[config.mk]
export PLATFORM = sky130hd
export DESIGN_NAME = edge_detect_multi
export DESIGN_NICKNAME = d
export VERILOG_FILES = /design/src/rtl/edge_detect_multi.sv
export SDC_FILE = /design/constraint.sdc
export NUM_CORES = 1
export LEC_CHECK = 0
export CAP_MARGIN = 5
export CORE_UTILIZATION = 47
export CTS_CLUSTER_SIZE = 28
export DETAILED_ROUTE_END_ITERATION = 8
export PLACE_DENSITY = 0.75
export SYNTH_ARGS = -nofsm -noshare
export SYNTH_HDL_FRONTEND = slang
export SYNTH_SLANG_ARGS = --single-unit
export TNS_END_PERCENT = 30
[constraint.sdc]
create_clock -name clk -period 1.45 [get_ports clk]
set_clock_uncertainty 0.05 [all_clocks]
set_input_delay 0.145 -clock clk [delete_from_list [all_inputs] [get_ports clk]]
set_output_delay 0.145 -clock clk [all_outputs]
set_load 0.02 [all_outputs]
[src/rtl/edge_detect_multi.sv]
// edge_detect_multi: multi-channel synchronise + debounce + edge detector.
// Each channel has its own synchroniser, debounce counter, registered edge
// pulse and saturating event counter. The edge-select mode and the counter
// clear are shared by all channels.
module edge_detect_multi #(
  parameter int CHANNELS        = 4,
  parameter int SYNC_STAGES     = 2,
  parameter int DEBOUNCE_CYCLES = 4,
  parameter int CNT_WIDTH       = 8
) (
  input  logic                          clk,
  input  logic                          rst_n,
  input  logic [CHANNELS-1:0]           signal,
  input  logic [1:0]                    mode,
  input  logic                          clear,
  output logic [CHANNELS-1:0]           outedge,
  output logic [CHANNELS-1:0]           level,
  output logic [CHANNELS*CNT_WIDTH-1:0] edge_count,
  output logic [CHANNELS-1:0]           overflow
);

  // Debounce counter is wide enough to hold DEBOUNCE_CYCLES; it only ever
  // reaches DEBOUNCE_CYCLES-1 before the level is accepted.
  localparam int                  DB_W     = $clog2(DEBOUNCE_CYCLES + 1);
  localparam logic [DB_W-1:0]     DB_LAST  = DB_W'(DEBOUNCE_CYCLES - 1);
  localparam logic [CNT_WIDTH-1:0] CNT_MAX = {CNT_WIDTH{1'b1}};

  // Synchroniser chain: bit 0 is the first flop, bit SYNC_STAGES-1 the last.
  logic [SYNC_STAGES-1:0] sync_q [CHANNELS];
  logic [SYNC_STAGES-1:0] sync_d [CHANNELS];
  logic [CHANNELS-1:0]    sync_out;

  // Debounce state.
  logic [DB_W-1:0]        db_q   [CHANNELS];
  logic [DB_W-1:0]        db_d   [CHANNELS];
  logic [CHANNELS-1:0]    level_q;
  logic [CHANNELS-1:0]    level_d;

  // Edge pulse.
  logic [CHANNELS-1:0]    outedge_q;
  logic [CHANNELS-1:0]    outedge_d;

  // Event counters and sticky saturation flags.
  logic [CNT_WIDTH-1:0]   cnt_q  [CHANNELS];
  logic [CNT_WIDTH-1:0]   cnt_d  [CHANNELS];
  logic [CHANNELS-1:0]    ovf_q;
  logic [CHANNELS-1:0]    ovf_d;

  // Shift each raw input into its synchroniser; only the last stage is used.
  always_comb begin
    for (int i = 0; i < CHANNELS; i++) begin
      sync_d[i]   = {sync_q[i][SYNC_STAGES-2:0], signal[i]};
      sync_out[i] = sync_q[i][SYNC_STAGES-1];
    end
  end

  // Debounce: a new level is accepted after DEBOUNCE_CYCLES consecutive
  // mismatching samples; any return to the current level restarts the count.
  // The edge pulse is decided on the same edge the level flips, so it lines
  // up with the new level. A change masked by mode is simply dropped.
  always_comb begin
    level_d   = level_q;
    outedge_d = '0;
    for (int i = 0; i < CHANNELS; i++) begin
      db_d[i] = db_q[i];
      if (sync_out[i] == level_q[i]) begin
        db_d[i] = '0;
      end else if (db_q[i] == DB_LAST) begin
        db_d[i]      = '0;
        level_d[i]   = sync_out[i];
        outedge_d[i] = sync_out[i] ? mode[0] : mode[1];
      end else begin
        db_d[i] = db_q[i] + DB_W'(1);
      end
    end
  end

  // Counters follow the registered pulse one edge later. At the top value the
  // count holds and the overflow flag latches. Clear beats a simultaneous
  // increment.
  always_comb begin
    ovf_d = ovf_q;
    for (int i = 0; i < CHANNELS; i++) begin
      cnt_d[i] = cnt_q[i];
      if (clear) begin
        cnt_d[i] = '0;
        ovf_d[i] = 1'b0;
      end else if (outedge_q[i]) begin
        if (cnt_q[i] == CNT_MAX) begin
          ovf_d[i] = 1'b1;
        end else begin
          cnt_d[i] = cnt_q[i] + CNT_WIDTH'(1);
        end
      end
    end
  end

  // State registers for synchroniser, debounce, pulse and counters.
  always_ff @(posedge clk or negedge rst_n) begin
    if (!rst_n) begin
      for (int i = 0; i < CHANNELS; i++) begin
        sync_q[i] <= '0;
        db_q[i]   <= '0;
        cnt_q[i]  <= '0;
      end
      level_q   <= '0;
      outedge_q <= '0;
      ovf_q     <= '0;
    end else begin
      for (int i = 0; i < CHANNELS; i++) begin
        sync_q[i] <= sync_d[i];
        db_q[i]   <= db_d[i];
        cnt_q[i]  <= cnt_d[i];
      end
      level_q   <= level_d;
      outedge_q <= outedge_d;
      ovf_q     <= ovf_d;
    end
  end

  // Pack the per-channel counters onto the flat output bus.
  always_comb begin
    edge_count = '0;
    for (int i = 0; i < CHANNELS; i++) begin
      edge_count[i*CNT_WIDTH +: CNT_WIDTH] = cnt_q[i];
    end
  end

  assign outedge  = outedge_q;
  assign level    = level_q;
  assign overflow = ovf_q;

endmodule

==> results.toml, run 1 <==
[placement]
place_congestion = 0.803
placed_cells = 421
port_buffers = 52
dp_slack_ns = 0.0105
dpl.hpwl_um = 4430

[power]
internal-power_uw = 3150
p_per_area_mw_per_mm2 = 1050
power_frac_seq_pct = 48.1
clockPowerShare_pct = 35.2
peakVddDrop_v = 0.00121
leakagePower_uw = 0.00192
p_sw_share_pct = 27.7
switching_power_uw = 1210
p_comb_share_pct = 16.7
p_total_uw = 4360

[logic_synthesis]
yosysTopAreaCellShare_pct = 53.2
ys_top_cells_by_area = "dfrtp_1, mux2_2, a21oi_1, ha_1, nor2b_1"
netlist_instances = 265
synth_seq_cells = 64
syn_nets = 282
netlist_area_mm2 = 0.00301
dominantRegCellSynth = "dfrtp_1"
synth.avg_cell_area_um2 = 11.4
seq_area_frac_synth_pct = 53.2
synth_edf_count = 0
ys_types = 37
synth_top_area_cell = "dfrtp_1"
ys_warn_count = 0
async_flop_share_pct = 100

[cts]
path_clk_slew_ns = 0.08
clk_latency_ns = 0.35
h-tree-depth = 3
cts.sinks = 64
root_buffer = "clkbuf_8"
cts_tree = "yes"
clk_path_buf_depth = 2
cts_setup_buffers = 0
cts_made_buffers = 9

[critical_path]
startpoint = "edge_count[25]"
critPathRequiredTime_ns = 1.63
worstPathMaxFanout = 3
r2r_end = "edge_count[29]"
crit_chain = "ha_4 -> and3_4 -> a211oi_2 -> mux2_4"
critPathKind = "reg -> reg"
reg2reg_depth = 4
arrival_ns = 1.64
crit_path_top_delay_cell = "dfrtp_2"
cp-start-kind = "flop"
r2r-start = "edge_count[25]"
worst_setup_path_end_kind = "flop"
r2r_slack_ns = -0.006
max_stage_delay_ns = 0.43

[global_route]
grt_pass1_wl_um = 10500
antenna_found_initial = 0
grt_pass1_vias = 2245
grt_max_degree = 65
grt.overflow.total = 0
track_usage_pct = 21.2

[final_layout]
syn_to_final_growth_pct = 38.3
drive_gt1_share_pct = 28.4
diodes = 0
instances_no_fill = 438
nNetsFinal = 375

[outcome]
violations = "negative setup slack"
status = "finished with violations"

[detailed_routing]
postRouteAntennaNets = 0
wire_per_inst_um = 14.4
drt-vias-per-instance = 5.50
wl_um = 6330
vias = 2408
drt_iter0_drc = 92
drtPass1Iterations = 4
drc = 0

[sta]
grt_setup_unrepaired = "true"
fmax_mhz = 687
fin_crit_ns = 1.46
finalMaxSlewViolations = 0
hold_violations = 0
setup_viol = 2
relSlewSlack_pct = 77.0
worstMarginPinSlew_ns = 0.345
timing.hold.ws_ns = 0.176
fin_crit_sh_pct = 100
setup_slack_ns = -0.00642

[die]
num_rows = 28
chipWidth_um = 82.0
ioPinCount = 53
die_h_um = 82.0
start_util_pct = 49.6
core_area_mm2 = 0.00606
dieArea_mm2 = 0.00673

[hold_path]
hold_path_class = "in -> reg"
holdPathStages = 1
min-delay-start = "signal[1]"
min_to = "sync_d[5]"

[flow_run]
max_cap_viol_count = 0
-- layout make-up --
type,count,area [um2]
Clock buffer,11,141
Clock inverter,5,57.6
Fill cell,484,1900
Inverter,1,3.75
Multi-Input combinational cell,191,1450
Sequential cell,64,1620
Tap cell,75,93.8
Timing Repair Buffer,91,791
-- through the flow --
step / TNS (ns) / area (um2) / util, %
2_1_floorplan: -0.344 / 3110 / -
3_3_place_gp: 0 / 3970 / 65.5
3_5_place_dp: 0 / 3970 / 65.5
4_1_cts: -0.000637 / 4130 / 68.2
5_1_grt: -0.0862 / 4160 / 68.7
6_report: -0.00650 / 4160 / 68.7
-- flip-flops by register name (all words and copies together), names as in the netlist --
name and flops:
sync_d 4, db_q 12, outedge 4, sync_out 4
overflow 4, edge_count 32, level 4
-- worst max-delay path, delay by kind of cell, from the launching register on --
family,cells,cell delay [ns]
muxes,1,0.32
adders and majority gates,1,0.16
and+or+nand+nor,1,0.17
AOI/OAI and AO/OA,1,0.21
DFF,1,0.43
-- synthesized netlist by cell type (2+ instances only) --
master	n
a211oi_1	5
a211oi_2	2
a21boi_0	4
a21boi_2	2
a21oi_1	20
a311oi_1	4
a31oi_1	6
a41oi_1	2
and2_1	4
and3_1	8
and4_1	9
and4b_1	2
buf_4	2
clkbuf_1	6
dfrtp_1	64
ha_1	8
mux2_2	12
mux2i_1	4
nand2_1	8
nand2b_1	8
nand3_1	6
nand3b_1	4
nand4_1	4
nor2_1	14
nor2b_1	16
nor3_1	16
nor3b_1	7
nor4b_1	3
o21ai_0	4
xnor2_1	4
-- placed cells by master (no fill, tap or decap), types with 3 or more instances in the layout --
master,instances
a211oi_1,5
a21boi_0,4
a21oi_1,19
a311oi_1,4
a31oi_1,5
and2_1,4
and3_1,5
and4_1,8
buf_4,36
clkbuf_8,10
clkdlybuf4s15_1,11
clkdlybuf4s50_1,7
clkinvlp_4,3
dfrtp_1,46
dfrtp_2,18
dlygate4sd2_1,32
ha_1,4
ha_4,3
mux2_2,8
mux2_4,5
mux2i_1,4
nand2_1,8
nand2b_1,8
nand3_1,6
nand3b_1,4
nand4_1,4
nor2_1,14
nor2b_1,16
nor3_1,16
nor3b_1,7
o21ai_0,4
xnor2_1,4
-- repair_timing --
action,in CTS,in global routing
setup endpoints to repair,46,20
hold endpoints to repair,64,0
gates resized for setup,46,17
pin swaps,0,4
hold buffers,1,0
-- layer usage --
layer,share of wire [%],global-route usage (%),up-vias
met1,45,25.2,1160
met5,0,0,-
li1,-,-,1181
met3,4.1,7.33,9
met4,1.4,6.84,0
met2,49,35.8,58
-- power by group through the flow --
stage / clock [uW] / sequential, uW / combinational (uW)
2_1_floorplan: 0 / 2200 / 361
3_3_place_gp: 0 / 2120 / 748
3_5_place_dp: 0 / 2130 / 774
4_1_cts: 1570 / 2100 / 732
5_1_grt: 1640 / 2120 / 803
6_report: 1540 / 2100 / 726
-- how the worst max path moves through the flow --
stage,endpoint,depth (start not counted)
floorplan,edge_count[29],4
global placement,edge_count[21],4
detailed placement,edge_count[3],4
CTS,edge_count[29],4
global route,edge_count[21],4
finish,edge_count[29],4
-- cell families (layout without fill, tap and decap cells) --
group | after synthesis | count (layout) | share of synthesized area [%]
simple gates | 109 | 109 | 21.6
flops | 64 | 64 | 53.2
compound gates | 52 | 52 | 12.2
mux | 18 | 18 | 6.69
buf+inv | 10 | 108 | 1.75
fa+ha+maj | 8 | 8 | 3.33
xor+xnor | 4 | 4 | 1.16
Note: power is estimated with default switching activity, not from simulation.
==> run 2: changes to the inputs <==
- CORE_UTILIZATION: 47 -> 56
- DONT_BUFFER_PORTS: default -> 1
- GPL_TIMING_DRIVEN: default -> 1
- PLACE_DENSITY: 0.75 -> 0.74
- RECOVER_POWER: default -> 100
==> run 2 against run 1 <==
Worst setup slack lost 0.0023 ns. Critical path type unchanged. Cell count shrank 8.9%. Critical endpoint unchanged. The run ends with negative hold slack, negative setup slack left. Non-clock buffer count shrank 34. Global-route usage grew 2.5 points. Largest cell class unchanged. Routed wire length shrank 1.8%. Worst hold slack lost 0.73 ns. Clock power is essentially flat. Largest power group unchanged. Power shrank 2.4%. Clock-buffer cell count grew 2. Combinational power shrank 31%. Utilization grew 5.9 points.
==> results.toml, run 2 (same netlist as run 1, synthesis figures left out) <==
[outcome]
status = "finished with violations"
violations = "negative hold slack, negative setup slack"

[power]
clockPowerShare_pct = 37.0
switching_power_uw = 1080
leakagePower_uw = 0.00166
power_frac_seq_pct = 51.3
p_comb_share_pct = 11.7
internal-power_uw = 3170
peakVddDrop_v = 0.000937
p_sw_share_pct = 25.5
p_per_area_mw_per_mm2 = 1110

[cts]
cts_tree = "yes"
clk_path_buf_depth = 2
h-tree-depth = 3
cts_setup_buffers = 0
clk_latency_ns = 0.33
cts.sinks = 64
path_clk_slew_ns = 0.07
root_buffer = "clkbuf_8"
cts_made_buffers = 9

[sta]
setup_slack_ns = -0.00874
finalMaxSlewViolations = 0
grt_setup_unrepaired = "true"
timing.hold.ws_ns = -0.551
hold_violations = 65
fin_crit_sh_pct = 101
fin_crit_ns = 1.46
fmax_mhz = 686
setup_viol = 2
worstMarginPinSlew_ns = 0.465
relSlewSlack_pct = 69.0

[critical_path]
arrival_ns = 1.63
worstPathMaxFanout = 3
cp-start-kind = "flop"
critPathRequiredTime_ns = 1.62
critPathBufInv = 0
crit_chain = "ha_4 -> and3_4 -> a211oi_2 -> mux2_4"
critPathKind = "reg -> reg"
max_stage_delay_ns = 0.42
crit_path_top_delay_cell = "dfrtp_2"
r2r_end = "edge_count[29]"
reg2reg_depth = 4
critPathTopFamily = "flip-flops"
r2r-start = "edge_count[25]"
worst_setup_path_end_kind = "flop"
startpoint = "edge_count[25]"
r2r_slack_ns = -0.009

[global_route]
grt_max_degree = 65
track_usage_pct = 23.7
grt_pass1_vias = 2254
grt_pass1_wl_um = 9970
antenna_found_initial = 0
grt.overflow.total = 0

[detailed_routing]
drc = 0
drt-vias-per-instance = 5.73
postRouteAntennaNets = 0
drt_iter0_drc = 88
drtPass1Iterations = 4
wire_per_inst_um = 15.6
wl_um = 6210
vias = 2286

[final_layout]
diodes = 0
largest_reg_flops = 32
syn_to_final_growth_pct = 27.4
stdcell_area_mm2 = 0.00383
post-route-util_pct = 74.6
drive_gt1_share_pct = 33.7
final_cell_mix = "dfrtp_1, buf_4, a21oi_1, dfrtp_2"
nNetsFinal = 341
final_common_cell = "dfrtp_1"
instances_no_fill = 399

[die]
ioPinCount = 53
start_util_pct = 58.5
die_h_um = 75.3
chipWidth_um = 75.3
num_rows = 26
core_area_mm2 = 0.00514
dieArea_mm2 = 0.00567

[placement]
dpl.hpwl_um = 4050
placed_cells = 377
port_buffers = 0
place_congestion = 0.776
placed_area_mm2 = 0.00352
dp_slack_ns = -0.0105

[flow_run]
max_cap_viol_count = 0

[hold_path]
hold_path_class = "in -> async"
## run 2: cell count changes in the layout (fill, tap and decap cells not counted), sizes merged
cell	change
clkinvlp	-3
clkbuf	+10
clkdlybuf4s15	-11
clkinv	+1
clkdlybuf4s50	-7
buf	+4
dlygate4sd2	-32
dlygate4sd3	+4
## run 2: stage by stage
stage | hold WS [ns] | total power, uW | TNS [ns]
finish | -0.551 | 4250 | -0.0117
floorplan | -0.201 | 2560 | -0.344
CTS | -0.561 | 4260 | -0.0153
global placement | -0.199 | 2650 | 0
detailed placement | -0.199 | 2680 | -0.0166
global route | -0.575 | 4450 | -0.160
## run 2: worst reg2reg max path, stage by stage (launching register included)
cell	delay, ns
dfrtp_2	0.42
ha_4	0.16
and3_4	0.18
a211oi_2	0.22
mux2_4	0.32
## run 2: power groups by stage
stage          Clock, uW  Sequential [uW]  Combinational, uW
6_report            1570             2180                499
5_1_grt             1680             2200                579
4_1_cts             1600             2180                483
3_5_place_dp           0             2210                468
3_3_place_gp           0             2200                455
2_1_floorplan          0             2200                361
## run 2: area by class of cell
cell class,instances,area [um2]
Sequential cell,64,1620
Fill cell,364,1310
Timing Repair Buffer,57,429
Inverter,1,3.75
Multi-Input combinational cell,191,1480
Clock buffer,13,169
Clock inverter,3,40.0
Tap cell,70,87.6
## run 2: worst max-delay path by stage
stage | slack [ns] | end | cells past startpoint
4_1_cts | -0.008 | edge_count[29] | 4
3_3_place_gp | 0.02 | edge_count[29] | 4
2_1_floorplan | -0.05 | edge_count[29] | 4
6_report | -0.009 | edge_count[29] | 4
3_5_place_dp | -0.01 | edge_count[19] | 4
5_1_grt | -0.04 | edge_count[21] | 4
## run 2: timing repair
item,4_1_cts,5_1_grt
hold buffers,5,1
resized for setup,1,13
endpoints found under the setup margin,3,15
hold endpoints to repair,96,92
pin swaps,0,6
## run 2: layer usage
layer | vias up | global-route usage [%] | wire length (um)
met5 | - | 0 | 0
met4 | 0 | 9.05 | 74
met3 | 6 | 7.28 | 337
met2 | 59 | 39.3 | 3020
met1 | 1114 | 29.2 | 2780
li1 | 1107 | - | -
